## src/rtl/stim_pkg.sv

```systemverilog
// Shared definitions for the stimulation engines and their register file:
// default field widths, polarity constant and the pulse sequencer state encoding.
package stim_pkg;

  localparam int DEF_PULSE_W    = 14;
  localparam int DEF_INTERVAL_W = 16;
  localparam int DEF_NUM_W      = 12;
  localparam int DEF_AMP_W      = 8;

  localparam logic POL_CATH_FIRST = 1'b0;

  typedef enum logic [2:0] {
    ST_IDLE = 3'd0,
    ST_PH1  = 3'd1,
    ST_GAP  = 3'd2,
    ST_PH2  = 3'd3,
    ST_INTV = 3'd4
  } state_t;

endpackage

```

## src/rtl/stim_dur_cnt.sv

```systemverilog
// Loadable duration down-counter. A load of width W sets it to max(W,1)-1;
// zero flags the final cycle of the current state.
module stim_dur_cnt #(
  parameter int W = 16
) (
  input  logic         clk,
  input  logic         rst,
  input  logic         load,
  input  logic [W-1:0] load_val,
  output logic         zero
);

  logic [W-1:0] cnt_reg;

  // Width 0 and width 1 both load 0, so a zero width still lasts one cycle.
  always_ff @(posedge clk or posedge rst) begin
    if (rst) begin
      cnt_reg <= '0;
    end else if (load) begin
      cnt_reg <= (load_val == '0) ? '0 : load_val - W'(1);
    end else if (cnt_reg != '0) begin
      cnt_reg <= cnt_reg - W'(1);
    end
  end

  assign zero = (cnt_reg == '0);

endmodule

```

## src/rtl/stim_pulse_seq.sv

```systemverilog
// Stimulation pulse-train sequencer for one engine: shadows the parameter set on
// start and plays biphasic or monophasic pulses with fully registered outputs.
module stim_pulse_seq
  import stim_pkg::*;
#(
  parameter int PULSE_W    = DEF_PULSE_W,
  parameter int INTERVAL_W = DEF_INTERVAL_W,
  parameter int NUM_W      = DEF_NUM_W,
  parameter int AMP_W      = DEF_AMP_W
) (
  input  logic                  clk_stim_i,
  input  logic                  reset_stim_i,
  input  logic                  start_i,
  input  logic                  stop_i,
  input  logic [INTERVAL_W-1:0] interval_i,
  input  logic [AMP_W-1:0]      ia_i,
  input  logic [AMP_W-1:0]      ic_i,
  input  logic [PULSE_W-1:0]    pulse_wc_i,
  input  logic [PULSE_W-1:0]    pulse_gap_i,
  input  logic [PULSE_W-1:0]    pulse_wa_i,
  input  logic [NUM_W-1:0]      pulse_num_i,
  input  logic                  pol_i,
  input  logic                  monophasic_i,
  output logic                  cath_en_o,
  output logic                  anod_en_o,
  output logic [AMP_W-1:0]      dac_code_o,
  output logic                  busy_o,
  output logic                  done_o,
  output logic [NUM_W-1:0]      pulse_cnt_o
);

  state_t state_reg, state_next;

  logic [PULSE_W-1:0]    wc_reg, gap_reg, wa_reg;
  logic [INTERVAL_W-1:0] interval_reg;
  logic [NUM_W-1:0]      num_reg;
  logic [AMP_W-1:0]      ia_reg, ic_reg;
  logic                  pol_reg, mono_reg;

  logic [NUM_W-1:0]      pulse_cnt_reg, pulse_cnt_next, cnt_inc;
  logic                  latch, pulse_end;
  logic                  cnt_load, cnt_zero;
  logic [INTERVAL_W-1:0] cnt_load_val;

  logic                  pol_eff, ph1_cath;
  logic [AMP_W-1:0]      ia_eff, ic_eff;
  logic                  cath_next, anod_next, busy_next, done_next;
  logic                  cath_reg, anod_reg, busy_reg, done_reg;
  logic [AMP_W-1:0]      dac_next, dac_reg;

  stim_dur_cnt #(.W(INTERVAL_W)) u_dur_cnt (
    .clk      (clk_stim_i),
    .rst      (reset_stim_i),
    .load     (cnt_load),
    .load_val (cnt_load_val),
    .zero     (cnt_zero)
  );

  always_comb begin
    state_next     = state_reg;
    pulse_cnt_next = pulse_cnt_reg;
    done_next      = 1'b0;
    cnt_load       = 1'b0;
    cnt_load_val   = '0;
    latch          = 1'b0;
    pulse_end      = 1'b0;
    cnt_inc        = pulse_cnt_reg + NUM_W'(1);

    // Abort has priority everywhere, including over a start seen in IDLE.
    if (stop_i) begin
      state_next = ST_IDLE;
    end else begin
      case (state_reg)
        ST_IDLE: begin
          if (start_i) begin
            pulse_cnt_next = '0;
            if (pulse_num_i == '0) begin
              done_next = 1'b1;
            end else begin
              latch        = 1'b1;
              state_next   = ST_PH1;
              cnt_load     = 1'b1;
              cnt_load_val = (pol_i == POL_CATH_FIRST) ? INTERVAL_W'(pulse_wc_i)
                                                       : INTERVAL_W'(pulse_wa_i);
            end
          end
        end
        ST_PH1: begin
          if (cnt_zero) begin
            if (mono_reg) begin
              pulse_end = 1'b1;
            end else begin
              state_next   = ST_GAP;
              cnt_load     = 1'b1;
              cnt_load_val = INTERVAL_W'(gap_reg);
            end
          end
        end
        ST_GAP: begin
          if (cnt_zero) begin
            state_next   = ST_PH2;
            cnt_load     = 1'b1;
            cnt_load_val = (pol_reg == POL_CATH_FIRST) ? INTERVAL_W'(wa_reg)
                                                       : INTERVAL_W'(wc_reg);
          end
        end
        ST_PH2: begin
          if (cnt_zero) begin
            pulse_end = 1'b1;
          end
        end
        ST_INTV: begin
          if (cnt_zero) begin
            state_next   = ST_PH1;
            cnt_load     = 1'b1;
            cnt_load_val = (pol_reg == POL_CATH_FIRST) ? INTERVAL_W'(wc_reg)
                                                       : INTERVAL_W'(wa_reg);
          end
        end
        default: state_next = ST_IDLE;
      endcase

      if (pulse_end) begin
        pulse_cnt_next = cnt_inc;
        if (cnt_inc == num_reg) begin
          state_next = ST_IDLE;
          done_next  = 1'b1;
        end else begin
          state_next   = ST_INTV;
          cnt_load     = 1'b1;
          cnt_load_val = interval_reg;
        end
      end
    end
  end

  // Outputs are decoded from the next state so the registered enables line up
  // with the state itself; on the start cycle the shadows are not yet loaded.
  always_comb begin
    pol_eff   = latch ? pol_i : pol_reg;
    ia_eff    = latch ? ia_i : ia_reg;
    ic_eff    = latch ? ic_i : ic_reg;
    ph1_cath  = (pol_eff == POL_CATH_FIRST);
    cath_next = ((state_next == ST_PH1) && ph1_cath) || ((state_next == ST_PH2) && !ph1_cath);
    anod_next = ((state_next == ST_PH1) && !ph1_cath) || ((state_next == ST_PH2) && ph1_cath);
    busy_next = (state_next != ST_IDLE);
    dac_next  = cath_next ? ic_eff : (anod_next ? ia_eff : '0);
  end

  always_ff @(posedge clk_stim_i or posedge reset_stim_i) begin
    if (reset_stim_i) begin
      state_reg     <= ST_IDLE;
      pulse_cnt_reg <= '0;
      cath_reg      <= 1'b0;
      anod_reg      <= 1'b0;
      busy_reg      <= 1'b0;
      done_reg      <= 1'b0;
      dac_reg       <= '0;
    end else begin
      state_reg     <= state_next;
      pulse_cnt_reg <= pulse_cnt_next;
      cath_reg      <= cath_next;
      anod_reg      <= anod_next;
      busy_reg      <= busy_next;
      done_reg      <= done_next;
      dac_reg       <= dac_next;
    end
  end

  always_ff @(posedge clk_stim_i or posedge reset_stim_i) begin
    if (reset_stim_i) begin
      wc_reg       <= '0;
      gap_reg      <= '0;
      wa_reg       <= '0;
      interval_reg <= '0;
      num_reg      <= '0;
      ia_reg       <= '0;
      ic_reg       <= '0;
      pol_reg      <= 1'b0;
      mono_reg     <= 1'b0;
    end else if (latch) begin
      wc_reg       <= pulse_wc_i;
      gap_reg      <= pulse_gap_i;
      wa_reg       <= pulse_wa_i;
      interval_reg <= interval_i;
      num_reg      <= pulse_num_i;
      ia_reg       <= ia_i;
      ic_reg       <= ic_i;
      pol_reg      <= pol_i;
      mono_reg     <= monophasic_i;
    end
  end

  assign cath_en_o   = cath_reg;
  assign anod_en_o   = anod_reg;
  assign dac_code_o  = dac_reg;
  assign busy_o      = busy_reg;
  assign done_o      = done_reg;
  assign pulse_cnt_o = pulse_cnt_reg;

endmodule

```

## config.mk

```make
export PLATFORM = sky130hd
export DESIGN_NAME = stim_pulse_seq
export DESIGN_NICKNAME = d
export VERILOG_FILES = /design/src/rtl/stim_pkg.sv /design/src/rtl/stim_dur_cnt.sv /design/src/rtl/stim_pulse_seq.sv
export SDC_FILE = /design/constraint.sdc
export NUM_CORES = 1
export LEC_CHECK = 0
export ABC_CLOCK_PERIOD_IN_PS = 4900
export CORE_ASPECT_RATIO = 1.5
export CORE_UTILIZATION = 57
export CTS_BUF_LIST = sky130_fd_sc_hd__clkbuf_4 sky130_fd_sc_hd__clkbuf_8
export DETAILED_ROUTE_END_ITERATION = 16
export GPL_TIMING_DRIVEN = 0
export HOLD_SLACK_MARGIN = 0.06
export PLACE_DENSITY = 0.83
export SETUP_SLACK_MARGIN = 0.02
export SLEW_MARGIN = 20
export SYNTH_ARGS = -nofsm -noshare
export SYNTH_HDL_FRONTEND = slang
export SYNTH_SLANG_ARGS = --single-unit
```

## constraint.sdc

```tcl
create_clock -name clk_stim_i -period 4.9 [get_ports clk_stim_i]
set_clock_uncertainty 0.15 [all_clocks]
set_input_delay 0.98 -clock clk_stim_i [delete_from_list [all_inputs] [get_ports clk_stim_i]]
set_output_delay 0.98 -clock clk_stim_i [all_outputs]
set_load 0.02 [all_outputs]
```

### After elaboration in Yosys (flattened, before gate mapping)

Cells that the tools add are included.

* flip-flop bits (word level): 131
* input port bits: 92
* logic and storage cells: 101

* $add $sub $neg: 3
* equality and inequality tests: 7
* multiplexer cells: 55
* bitwise operators: 2
* reductions and logical operators: 17

Operators by type and width (number)
* 14-bit 2-to-1 mux: 9
* 16-bit 2-to-1 mux: 6
* 14-bit one-hot mux with 4 select lines: 1
* 12-bit 2-to-1 mux: 3
* 16-bit logical NOT: 2
* 8-bit 2-to-1 mux: 4
* 16-bit by 1-bit subtractor with 16-bit output (second input constant): 2
* 3-bit 2-to-1 mux: 9
* 1-bit 2-to-1 mux: 20
* 16-bit nonzero test: 1
* 3-bit one-hot mux with 5 select lines: 1
* 12-bit by 1-bit adder with 12-bit output (second input constant): 1
* 12-bit == test: 1
* 12-bit logical NOT: 1
* 3-bit by 2-bit == test with 1-bit output (second input constant): 3
* 3-bit by 1-bit == test with 1-bit output (second input constant): 2
* 2-bit nonzero test: 3
* 1-bit logical AND: 4
* 3-bit == test (second input constant): 1
* 3-bit logical NOT: 1
* 1-bit one-hot mux with 3 select lines: 1
* 3-bit AND reduction: 1
* 3-bit nonzero test: 1
* 1-bit logical OR: 2
* 3 further kinds: 4

### Longest topological paths before layout

Gate-level depths: netlist (run 1).

* word-level depth: 11
* depth in mapped cells: 19
* gate-level depth less buffers: 17

### By module

Synthesis (run 1) repeated with hierarchy kept, for this count alone.

* cells, all modules: 654
* area total of the unflattened synthesis: 7299.5 um^2

By module, submodules not included
* stim_pulse_seq: times used 1, cells an instance 516, area each 6049.6 um^2, seq. area each 2877.8 um^2
* stim_dur_cnt: times used 1, cells an instance 138, area each 1249.9 um^2, seq. area each 400.4 um^2

### Worst setup path after synthesis (run 1)

OpenSTA, ideal clock, no wires.

* kind: register -> register
* from: reg pulse_cnt_reg[0] (netlist: pulse_cnt_o[0])
* to: reg u_dur_cnt.cnt_reg[11]
* data arrival time: 3.752 ns
* slack: 0.902 ns
* stages on the path, launching flop included: 17
* buffers on the path: 3
* period minus slack after synthesis: 3.998 ns
* cell sequence: dfrtp_1 > ha_1 > buf_4 > nand3_2 > or4_1 > and2_1 > o311a_1 > nor3b_2 > nor3_2 > a21oi_1 > or2_2 > ha_1 > and4_1 > buf_2 > or2_1 > buf_6 > o32ai_2

* cells in the longest elaborated chain, start to end: 8
* elaborated cells on any way between the ends: 13
* those cells by class: 2 x add/sub; 1 x eq/ne; 8 x mux; 2 x reduce/logical

RTL lines
* start: declaration: RTL line stim_pulse_seq.sv:40 `logic [NUM_W-1:0] pulse_cnt_reg, pulse_cnt_next, cnt_inc;`
* start signal: assignment: RTL line stim_pulse_seq.sv:161 `pulse_cnt_reg <= pulse_cnt_next;`
* 12-bit by 1-bit adder with 12-bit output *: RTL line stim_pulse_seq.sv:67 `cnt_inc = pulse_cnt_reg + NUM_W'(1);`
* 12-bit == test *: RTL line stim_pulse_seq.sv:125 `if (cnt_inc == num_reg) begin`
* 16-bit 2-to-1 mux: RTL line stim_pulse_seq.sv:125
* 16-bit 2-to-1 mux: RTL line stim_pulse_seq.sv:123 `if (pulse_end) begin`
* 16-bit 2-to-1 mux: RTL line stim_pulse_seq.sv:70 `if (stop_i) begin`
* 16-bit by 1-bit subtractor with 16-bit output / 16-bit logical NOT (equally long branches): RTL line stim_dur_cnt.sv:20 `cnt_reg <= (load_val == '0) ? '0 : load_val - W'(1);`
* 16-bit 2-to-1 mux: RTL line stim_dur_cnt.sv:20
* 16-bit 2-to-1 mux: RTL line stim_dur_cnt.sv:19 `end else if (load) begin`
* end signal: assignment: RTL line stim_dur_cnt.sv:20
* end signal: assignment: RTL line stim_dur_cnt.sv:22 `cnt_reg <= cnt_reg - W'(1);`
* end: declaration: RTL line stim_dur_cnt.sv:13 `logic [W-1:0] cnt_reg;`

Mark *: on every way between the ends. The rest lies on a longest branch, timed or not.
A chain may end at the register's enable or synchronous reset.

### Final worst setup path (run 1)

* from: reg pulse_cnt_reg[0] (netlist: pulse_cnt_o[0])
* to: reg u_dur_cnt.cnt_reg[14]

Same word-level chain as after synthesis.

==> results.ini, run 1 <==
[floorplan]
pin_count = 116
rows = 51
initial_utilization_pct = 59.0
die_area_um2 = 14000
core_um2 = 13100
die_width_um = 97.0
die_h_um = 145

[flow_run]
drv_cap = 0

[pwr]
ir_drop_v = 0.000230
power.density_nw_per_um2 = 341
p_leak_nw = 4.05

[placement]
dp_cells = 1099
hpwl_um = 16400
port_buffers = 113
place_area_um2 = 9080
gp_congestion = 0.966

[cts]
clkLatencyLatePin_ps = 460
ctsResizeCount = 0
clock_sinks = 131
post_cts_buffers = 0
htree_levels = 4
cts_buffer_depth = 2
postCtsHoldBufs = 0
cts_tree = built
cts-root-buf = clkbuf_8
cts_made_buffers = 17
clk_pin_slew_ps = 80

[setup_path]
r2r-end = u_dur_cnt.cnt_reg[14]$_DFFE_PP0P_
worstRegToRegCells = 19
crit_fanout = 10
crit_required_ps = 5070
arrival_ps = 4700
crit_path_start = pulse_cnt_o[0]$_DFFE_PP0P_
path_class = reg -> reg
endpoint_kind = flip-flop
ff2ff_setup_slack_ps = 370
timing.rr.start = pulse_cnt_o[0]$_DFFE_PP0P_
startpoint_type = flip-flop

[timing]
finalHoldViolCount = 0
finalCritPeriodShare_pct = 92.4
finalCriticalPeriod_ps = 4530
fin_hold_ws_ps = 351
slew_viol_final = 0
slew_headroom_pct = 45.1
fmax_ghz = 0.221
rsz0062_at_grt = false
finalSetupViolations = 0
worstMarginPinSlew_ps = 822

[grt]
grt_max_degree = 79
antenna_found_initial = 0
grt_overflow_total = 0
grt.total_usage_pct = 32.1
grt_pass1_wl_um = 35100
grt_pass1_vias = 6838

[synthesis]
async_flop_share_pct = 100
syn_area_um2 = 7720
synthesis.nets = 923
synth_cells = 826
synth_edf_count = 0
ys_types = 84
avgSynthCellArea_um2 = 9.34
yosysWarnings = 0
seq_area_frac_synth_pct = 42.5
ys_seq_elements = 131
synth_ff_type = dfrtp_1

[worst_hold_path]
worstHoldPathType = reg -> reg
hold_end = num_reg[0]$_DFFE_PP0P_
hold_depth = 2
min_from = num_reg[0]$_DFFE_PP0P_

[drt]
vias = 7026
via_per_inst = 6.21
drc = 0
dr.first_iter.drc_count = 441
wl_per_cell_um = 19.3
routed_wirelength_um = 21800
firstDrtPassIters = 6
antenna_left = 0

[finish]
drive_above_1_share_pct = 14.1
final_cells = 1131
n_fill_cell = 1003
syn_to_final_growth_pct = 23.0
num_antenna_cells = 0
final_nets = 1056
final_area_um2 = 9490

[status]
outcome = complete, no violations

[synth_stat cells (18+ instances only)]
cell      instances  share of area [%]
xnor2_1          18                2.0
clkbuf_1         28                1.4
nand2_1         159                7.7
o21ai_0          37                2.4
nand3_1          19                1.2
dfrtp_1         131                 42
mux2_2           60                8.8
nor3_1           21                1.4
a21oi_1          32                2.1
mux2i_1          30                3.9
xor2_1           18                2.0
nor2_1           59                2.9
[power by group]
part	leakage, nW	total [W]	switching, W	internal [W]
clock network	0.198	0.000898	0.000514	0.000384
logic	2.22	0.000857	0.000431	0.000425
registers	1.63	0.00148	0.000185	0.00129
[placed cells by master (no fill, tap or decap), drive strengths merged, types with 7 or more instances in the layout]
cell	instances
clkbuf	46
nand2	159
nor3	23
a22oi	12
o31ai	10
nor3b	7
xor2	19
nand4	8
o21ai	42
o22ai	16
nand3	20
buf	18
xnor2	18
nor2	59
clkdlybuf4s50	113
or3	7
dfrtp	131
inv	19
mux2i	30
mux2	61
nor4	8
a21oi	32
nand2b	7
[per-layer routing]
| metal | track usage, % | wire length (um) | part of all wire [%] |
|---|---|---|---|
| met1 | 36.8 | 8220 | 38 |
| met2 | 56.9 | 11100 | 51 |
| met3 | 6.28 | 1430 | 6.6 |
| met4 | 16.9 | 1080 | 5.0 |
| met5 | 0 | 0 | 0 |
[how the worst max path moves through the flow]
stage                                         to  slack (ps)  depth (start not counted)
2_1_floorplan                anod_en_o$_DFF_PP0_         270                          1
3_3_place_gp               wa_reg[1]$_DFFE_PP0P_       -1530                          2
3_5_place_dp   u_dur_cnt.cnt_reg[14]$_DFFE_PP0P_          80                         15
4_1_cts        u_dur_cnt.cnt_reg[14]$_DFFE_PP0P_         420                         18
5_1_grt        u_dur_cnt.cnt_reg[14]$_DFFE_PP0P_          60                         18
6_report       u_dur_cnt.cnt_reg[14]$_DFFE_PP0P_         370                         19
[through the flow]
step	total power [W]	setup slack [ps]	setup TNS [ps]	util, %
global placement	0.00231	-1530	-198310	69.2
finish	0.00323	374	0	72.5
CTS	0.00324	422	0	72.4
floorplan	0.00204	272	0	-
global route	0.00340	62.9	0	72.5
detailed placement	0.00234	75.4	0	69.4
[area by class of cell]
class                   count  area [um2]  area share [%]
multi-input cells         638        4200            44.2
flip-flops and latches    131        3280            34.5
repair buffers            114        1160            12.2
clock buffers              17         234            2.47
plain buffers              46         214            2.25
well taps                 159         199            2.10
clock inverters            15         160            1.69
inverters                  11        48.8           0.514
[kinds of logic after synthesis]
family / count (synthesis) / synth area share [%]
AOI/OAI and AO/OA: 166 / 14.7
DFF: 131 / 42.5
xor gates and xnor gates: 37 / 4.30
buffers and inverters: 57 / 3.31
muxes: 91 / 12.8
and+or+nand+nor: 339 / 21.6
adders and majority gates: 5 / 0.811
[critical path, cell delays in order, from the launching register on]
cell	delay, ps
dfrtp_1	550
ha_1	210
buf_4	160
nand3_2	90
buf_6	150
o31a_1	270
o211a_1	200
o32a_1	340
nor3b_2	460
nor3_2	220
nand2_1	120
nand2_1	70
nand2b_1	100
ha_1	230
inv_1	90
a311oi_1	190
o21ai_1	210
nor3_1	260
mux2i_1	210
o22ai_1	90
Power figures use the tool's default switching activity.
==> run 2, diff against run 1 <==
--- a/config.mk
+++ b/config.mk
@@ -7,12 +7,11 @@
 export LEC_CHECK = 0
 export ABC_CLOCK_PERIOD_IN_PS = 4900
 export CORE_ASPECT_RATIO = 1.5
-export CORE_UTILIZATION = 57
+export CORE_UTILIZATION = 25
 export CTS_BUF_LIST = sky130_fd_sc_hd__clkbuf_4 sky130_fd_sc_hd__clkbuf_8
 export DETAILED_ROUTE_END_ITERATION = 16
 export GPL_TIMING_DRIVEN = 0
 export HOLD_SLACK_MARGIN = 0.06
-export PLACE_DENSITY = 0.83
 export SETUP_SLACK_MARGIN = 0.02
 export SLEW_MARGIN = 20
 export SYNTH_ARGS = -nofsm -noshare
==> results.ini, run 2 (same netlist as run 1, synthesis figures left out) <==
[setup_path]
crit_top_cell = o21ai_0
crit_fanout = 9  ; -1
worstRegToRegCells = 16  ; -3
r2r-end = u_dur_cnt.cnt_reg[6]$_DFFE_PP0P_
ff2ff_setup_slack_ps = 220  ; -160 ps
path_class = in -> reg
crit_required_ps = 5080  ; about the same
endpoint_kind = flip-flop
cp_num_buf_inv = 1  ; -2
timing.rr.start = pulse_cnt_o[0]$_DFFE_PP0P_
slowest_stage = nor4_1
arrival_ps = 4860  ; +160 ps
startpoint_type = input pin
crit_path_start = pulse_num_i[11]
crit_family = compound AO/OA/AOI/OAI gates
worstPathCellList = clkdlybuf4s50_1 > nor4_1 > a31oi_2 > o21ai_0 > nand3_1 > o21ai_0 > o311ai_2 > nor4_4 > mux2_2 > a22oi_1 > o32ai_1
cpPeakStageDelay_ps = 620  ; +70 ps

[grt]
grt_max_degree = 104  ; +32%
grt_overflow_total = 0  ; unchanged
antenna_found_initial = 3  ; +3
grt_pass1_wl_um = 39600  ; +13%
grt.total_usage_pct = 16.5  ; -16 points
grt_pass1_vias = 7133  ; +4.3%

[worst_hold_path]
hold_end = ia_reg[1]$_DFF_PP0_
worstHoldPathType = reg -> reg
min_from = ia_reg[1]$_DFF_PP0_
hold_depth = 1  ; -1

[timing]
finalCritPeriodShare_pct = 95.6  ; +3.2 points
tns_ps = 0  ; unchanged
finalSetupViolations = 0  ; unchanged
finalHoldViolCount = 0  ; unchanged
finalCriticalPeriod_ps = 4680  ; +157 ps
slew_viol_final = 0  ; unchanged
rsz0062_at_grt = false
slew_headroom_pct = 29.7  ; -15 points
fmax_ghz = 0.214  ; -3.4%
worstMarginPinSlew_ps = 1040  ; +219 ps

[finish]
post-route-util_pct = 32.4  ; -40 points
drive_above_1_share_pct = 14.0  ; -0.088 points
final_cells = 1375  ; +22%
mostFrequentLayoutCells = nand2_1, dfrtp_1, clkdlybuf4s50_1
final_common_cell = nand2_1
final_nets = 1056  ; unchanged
syn_to_final_growth_pct = 27.3
final_area_um2 = 9830  ; +3.5%

[flow_run]
drv_cap = 0  ; unchanged

[cts]
ctsResizeCount = 0  ; unchanged
post_cts_buffers = 0  ; unchanged
postCtsHoldBufs = 0  ; unchanged
clk_pin_slew_ps = 80  ; about the same
cts-root-buf = clkbuf_8
cts_made_buffers = 17  ; unchanged
cts_buffer_depth = 2  ; unchanged
clkLatencyLatePin_ps = 480  ; +20 ps
cts_tree = built
htree_levels = 4  ; unchanged
clock_sinks = 131  ; unchanged

[drt]
via_per_inst = 5.00  ; -20%
drc = 0  ; unchanged
wl_per_cell_um = 18.4  ; -4.4%
firstDrtPassIters = 5  ; -1
antenna_left = 0  ; unchanged
vias = 6869  ; -2.2%
routed_wirelength_um = 25300  ; +16%
dr.first_iter.drc_count = 437  ; -0.91%

[placement]
hpwl_um = 19500  ; +19%
gp_congestion = 0.931  ; -3.7%
place_area_um2 = 9390  ; +3.4%
dp_cells = 1340  ; +22%
port_buffers = 113  ; unchanged

[floorplan]
initial_utilization_pct = 25.4  ; -34 points
pin_count = 116  ; unchanged
die_width_um = 145  ; +50%
die_area_um2 = 31600  ; +130%
core_um2 = 30400  ; +130%
rows = 78  ; +53%
die_h_um = 217  ; +50%

[pwr]
power.total_w = 0.00333  ; +2.9%
p_leak_nw = 4.06  ; +0.28%
ir_drop_v = 0.000173  ; -25%
power.density_nw_per_um2 = 339  ; -0.58%

[status]
outcome = complete, no violations

## run 2: per-layer routing
layer,global-route usage (%),wire (um)
met3,2.85,869
met2,29.8,13000
met5,0,0
met4,12.2,1730
met1,17.1,9700
## run 2: where the power goes
| group | switching (W) | internal (W) | leakage [nW] |
|---|---|---|---|
| Sequential | 0.000190 | 0.00129 | 1.63 |
| Combinational | 0.000438 | 0.000426 | 2.23 |
| Clock | 0.000459 | 0.000520 | 0.202 |
## run 2: area by class of cell
type / instances / area (um2)
clock buffers: 19 / 255
fillers: 3104 / 20500
flip-flops and latches: 131 / 3280
inverters: 11 / 48.8
multi-input cells: 638 / 4200
diodes: 4 / 10.0
plain buffers: 46 / 214
well taps: 400 / 500
clock inverters: 12 / 158
repair buffers: 114 / 1160
## run 2: metrics by stage
step	hold WS [ps]	setup slack (ps)
finish	351	217
global route	367	27.9
detailed placement	333	-302
floorplan	296	272
CTS	352	199
global placement	326	-1820
## run 2: worst max path at each step
stage / end / slack [ps] / cells past startpoint
after floorplan: anod_en_o$_DFF_PP0_ / 270 / 1
after global placement: gap_reg[6]$_DFFE_PP0P_ / -1820 / 2
after detailed placement: u_dur_cnt.cnt_reg[15]$_DFFE_PP0P_ / -300 / 11
after CTS: u_dur_cnt.cnt_reg[15]$_DFFE_PP0P_ / 200 / 11
after global routing: u_dur_cnt.cnt_reg[15]$_DFFE_PP0P_ / 30 / 11
final: u_dur_cnt.cnt_reg[15]$_DFFE_PP0P_ / 220 / 11
==> run 3, diff against run 2 <==
--- a/config.mk
+++ b/config.mk
@@ -16,4 +16,5 @@
 export SLEW_MARGIN = 20
 export SYNTH_ARGS = -nofsm -noshare
 export SYNTH_HDL_FRONTEND = slang
+export SYNTH_HIERARCHICAL = 1
 export SYNTH_SLANG_ARGS = --single-unit
==> results.ini, run 3 <==
[synthesis]
syn_area_um2 = 7300  ; -5.4%
netlist_top_cells_area = dfrtp_1, mux2_2, mux2i_1
synth_edf_count = 0  ; unchanged
async_flop_share_pct = 100  ; unchanged
yosysWarnings = 6  ; +6
synthesis.nets = 750  ; -19%
synthTopCellsByCount = dfrtp_1, mux2_2, nand2_1
synth_ff_type = dfrtp_1
synth_top_area_share_pct = 44.9  ; +2.4 points
synth_cells = 654  ; -21%
ys_types = 71  ; -15%
seq_area_frac_synth_pct = 44.9  ; +2.4 points
avgSynthCellArea_um2 = 11.2  ; +19%
yosysMostFrequentCell = dfrtp_1
ys_seq_elements = 131  ; unchanged
synth.largest_area_cell = dfrtp_1

[timing]
finalHoldViolCount = 0  ; unchanged
finalCriticalPeriod_ps = 4700  ; +16.0 ps
finalSetupViolations = 0  ; unchanged
slew_headroom_pct = 47.4  ; +18 points
fin_ws_ps = 201  ; -16.0 ps
finalCritPeriodShare_pct = 95.9  ; +0.33 points
slew_viol_final = 0  ; unchanged
rsz0062_at_grt = false
worstMarginPinSlew_ps = 789  ; -252 ps
fmax_ghz = 0.213  ; -0.34%

[cts]
cts_tree = built
clk_pin_slew_ps = 80  ; about the same
cts_made_buffers = 17  ; unchanged
clkLatencyLatePin_ps = 450  ; -30 ps
cts-root-buf = clkbuf_8
postCtsHoldBufs = 0  ; unchanged
clock_sinks = 131  ; unchanged
cts_buffer_depth = 2  ; unchanged
htree_levels = 4  ; unchanged

[placement]
port_buffers = 114  ; +0.88%
hpwl_um = 15500  ; -21%
gp_congestion = 0.818  ; -12%
dp_slack_ps = -807  ; -505 ps
place_area_um2 = 8960  ; -4.5%

[setup_path]
path_class = reg -> reg
arrival_ps = 4850  ; about the same
worstRegToRegCells = 15  ; -1
ff2ff_setup_slack_ps = 200  ; -20 ps
endpoint_kind = flip-flop
timing.rr.start = pulse_cnt_o[0]$_DFFE_PP0P_
crit_fanout = 10  ; +1
crit_required_ps = 5050  ; -30 ps
startpoint_type = flip-flop
r2r-end = u_dur_cnt/cnt_reg[1]$_DFFE_PP0P_

[pwr]
ir_drop_v = 0.000160  ; -7.5%
p_leak_nw = 3.77  ; -7.0%
power.density_nw_per_um2 = 354  ; +4.5%

[finish]
final_common_cell = dfrtp_1
mostFrequentLayoutCells = dfrtp_1, clkdlybuf4s50_1, mux2_2
final_nets = 886  ; -16%
final_area_um2 = 9500  ; -3.3%
drive_above_1_share_pct = 24.6  ; +11 points
syn_to_final_growth_pct = 30.1

[flow_run]
drv_cap = 0  ; unchanged

[grt]
antenna_found_initial = 3  ; unchanged
grt_max_degree = 73  ; -30%
grt.total_usage_pct = 14.8  ; -1.7 points
grt_pass1_wl_um = 33200  ; -16%
grt_pass1_vias = 5884  ; -18%
grt_overflow_total = 0  ; unchanged

[worst_hold_path]
hold_end = ic_reg[2]$_DFF_PP0_
hold_depth = 1  ; unchanged
worstHoldPathType = reg -> reg
min_from = ic_reg[2]$_DFF_PP0_

[floorplan]
die_area_um2 = 29900  ; -5.4%
die_h_um = 211  ; -2.7%
pin_count = 116  ; unchanged
initial_utilization_pct = 25.4  ; about the same
core_um2 = 28700  ; -5.4%
die_width_um = 142  ; -2.7%
rows = 76  ; -2.6%

[drt]
dr.first_iter.drc_count = 362  ; -17%
drc = 0  ; unchanged
vias = 5724  ; -17%
antenna_left = 0  ; unchanged
firstDrtPassIters = 6  ; +1
wl_per_cell_um = 17.9  ; -2.7%
routed_wirelength_um = 21400  ; -15%
via_per_inst = 4.79  ; -4.0%

[status]
outcome = complete, no violations

run 3: area by class of cell:
type                       instances  area (um2)
buffer                            45         233
clock inverter                    12         204
tap                              390         488
timing repair buffer             118        1190
sequential                       131        3280
antenna                            2        5.00
inverter                          10        45.0
clock buffer                      19         255
fill                            3009       19200
multi-input combinational        467        3800
run 3: how the worst max path moves through the flow:
stage / startpoint / end / slack, ps / cells after the start
detailed placement: pulse_num_i[6] / u_dur_cnt/cnt_reg[1]$_DFFE_PP0P_ / -810 / 14
CTS: pulse_num_i[6] / u_dur_cnt/cnt_reg[7]$_DFFE_PP0P_ / 20 / 14
finish: pulse_cnt_o[0]$_DFFE_PP0P_ / u_dur_cnt/cnt_reg[1]$_DFFE_PP0P_ / 200 / 15
global placement: reset_stim_i / pulse_cnt_o[5]$_DFFE_PP0P_ / -1510 / 2
floorplan: pulse_cnt_o[0]$_DFFE_PP0P_ / u_dur_cnt/cnt_reg[0]$_DFFE_PP0P_ / 500 / 15
global route: pulse_cnt_o[0]$_DFFE_PP0P_ / u_dur_cnt/cnt_reg[7]$_DFFE_PP0P_ / 20 / 15
run 3: through the flow:
| step | power [W] | setup TNS [ps] | util (%) | instances | hold slack [ps] |
|---|---|---|---|---|---|
| 2_1_floorplan | 0.00202 | 0 | - | 654 | 316 |
| 3_3_place_gp | 0.00228 | -183210 | 31.1 | 1158 | 329 |
| 3_5_place_dp | 0.00231 | -11590 | 31.2 | 1159 | 333 |
| 4_1_cts | 0.00341 | 0 | 32.9 | 1191 | 351 |
| 5_1_grt | 0.00356 | 0 | 33.1 | 1192 | 368 |
| 6_report | 0.00336 | 0 | 33.1 | 1194 | 349 |
run 3: report_power, final:
group          switching (W)  leakage, nW  internal, W
registers           0.000167         1.60      0.00130
clock network       0.000449        0.222     0.000624
logic               0.000385         1.94     0.000440
total                0.00100         3.77      0.00236
run 3: critical path, cell delays in order (launching register included):
cell and delay [ps]:
dfrtp_2 490, ha_1 220, buf_2 160, xnor2_1 210
nor2_1 50, or4b_2 660, nor4_4 340, a31oi_4 180
buf_6 210, o2bb2ai_2 160, or3_2 510, or3_4 430
or4_4 450, nand2_4 120, buf_12 140, o22ai_1 80
run 3: what timing repair did:
| item | 4_1_cts | 5_1_grt |
|---|---|---|
| cloned | 0 | 1 |
| setup buffers | 1 | 2 |
| gates resized for setup | 5 | 10 |
| pin swaps | 4 | 5 |
| endpoints found under the hold margin | 0 | 0 |
| setup endpoints to repair | 16 | 15 |
run 3: logic make-up (layout without fill, tap and decap cells):
| family | after synthesis | count (layout) | synth area share [%] |
|---|---|---|---|
| buffers and inverters | 57 | 204 | 3.74 |
| other | 0 | 2 | 0 |
| muxes | 130 | 130 | 19.5 |
| and+or+nand+nor | 172 | 172 | 13.6 |
| xor gates and xnor gates | 36 | 36 | 4.32 |
| adders and majority gates | 4 | 4 | 0.686 |
| AOI/OAI and AO/OA | 124 | 125 | 13.2 |
| DFF | 131 | 131 | 44.9 |
run 3: metal layers:
| metal | global-route usage [%] | routed length (um) |
|---|---|---|
| met1 | 16.3 | 8420 |
| met2 | 27.2 | 11500 |
| met3 | 3.90 | 1170 |
| met4 | 4.78 | 341 |
| met5 | 0 | 17 |
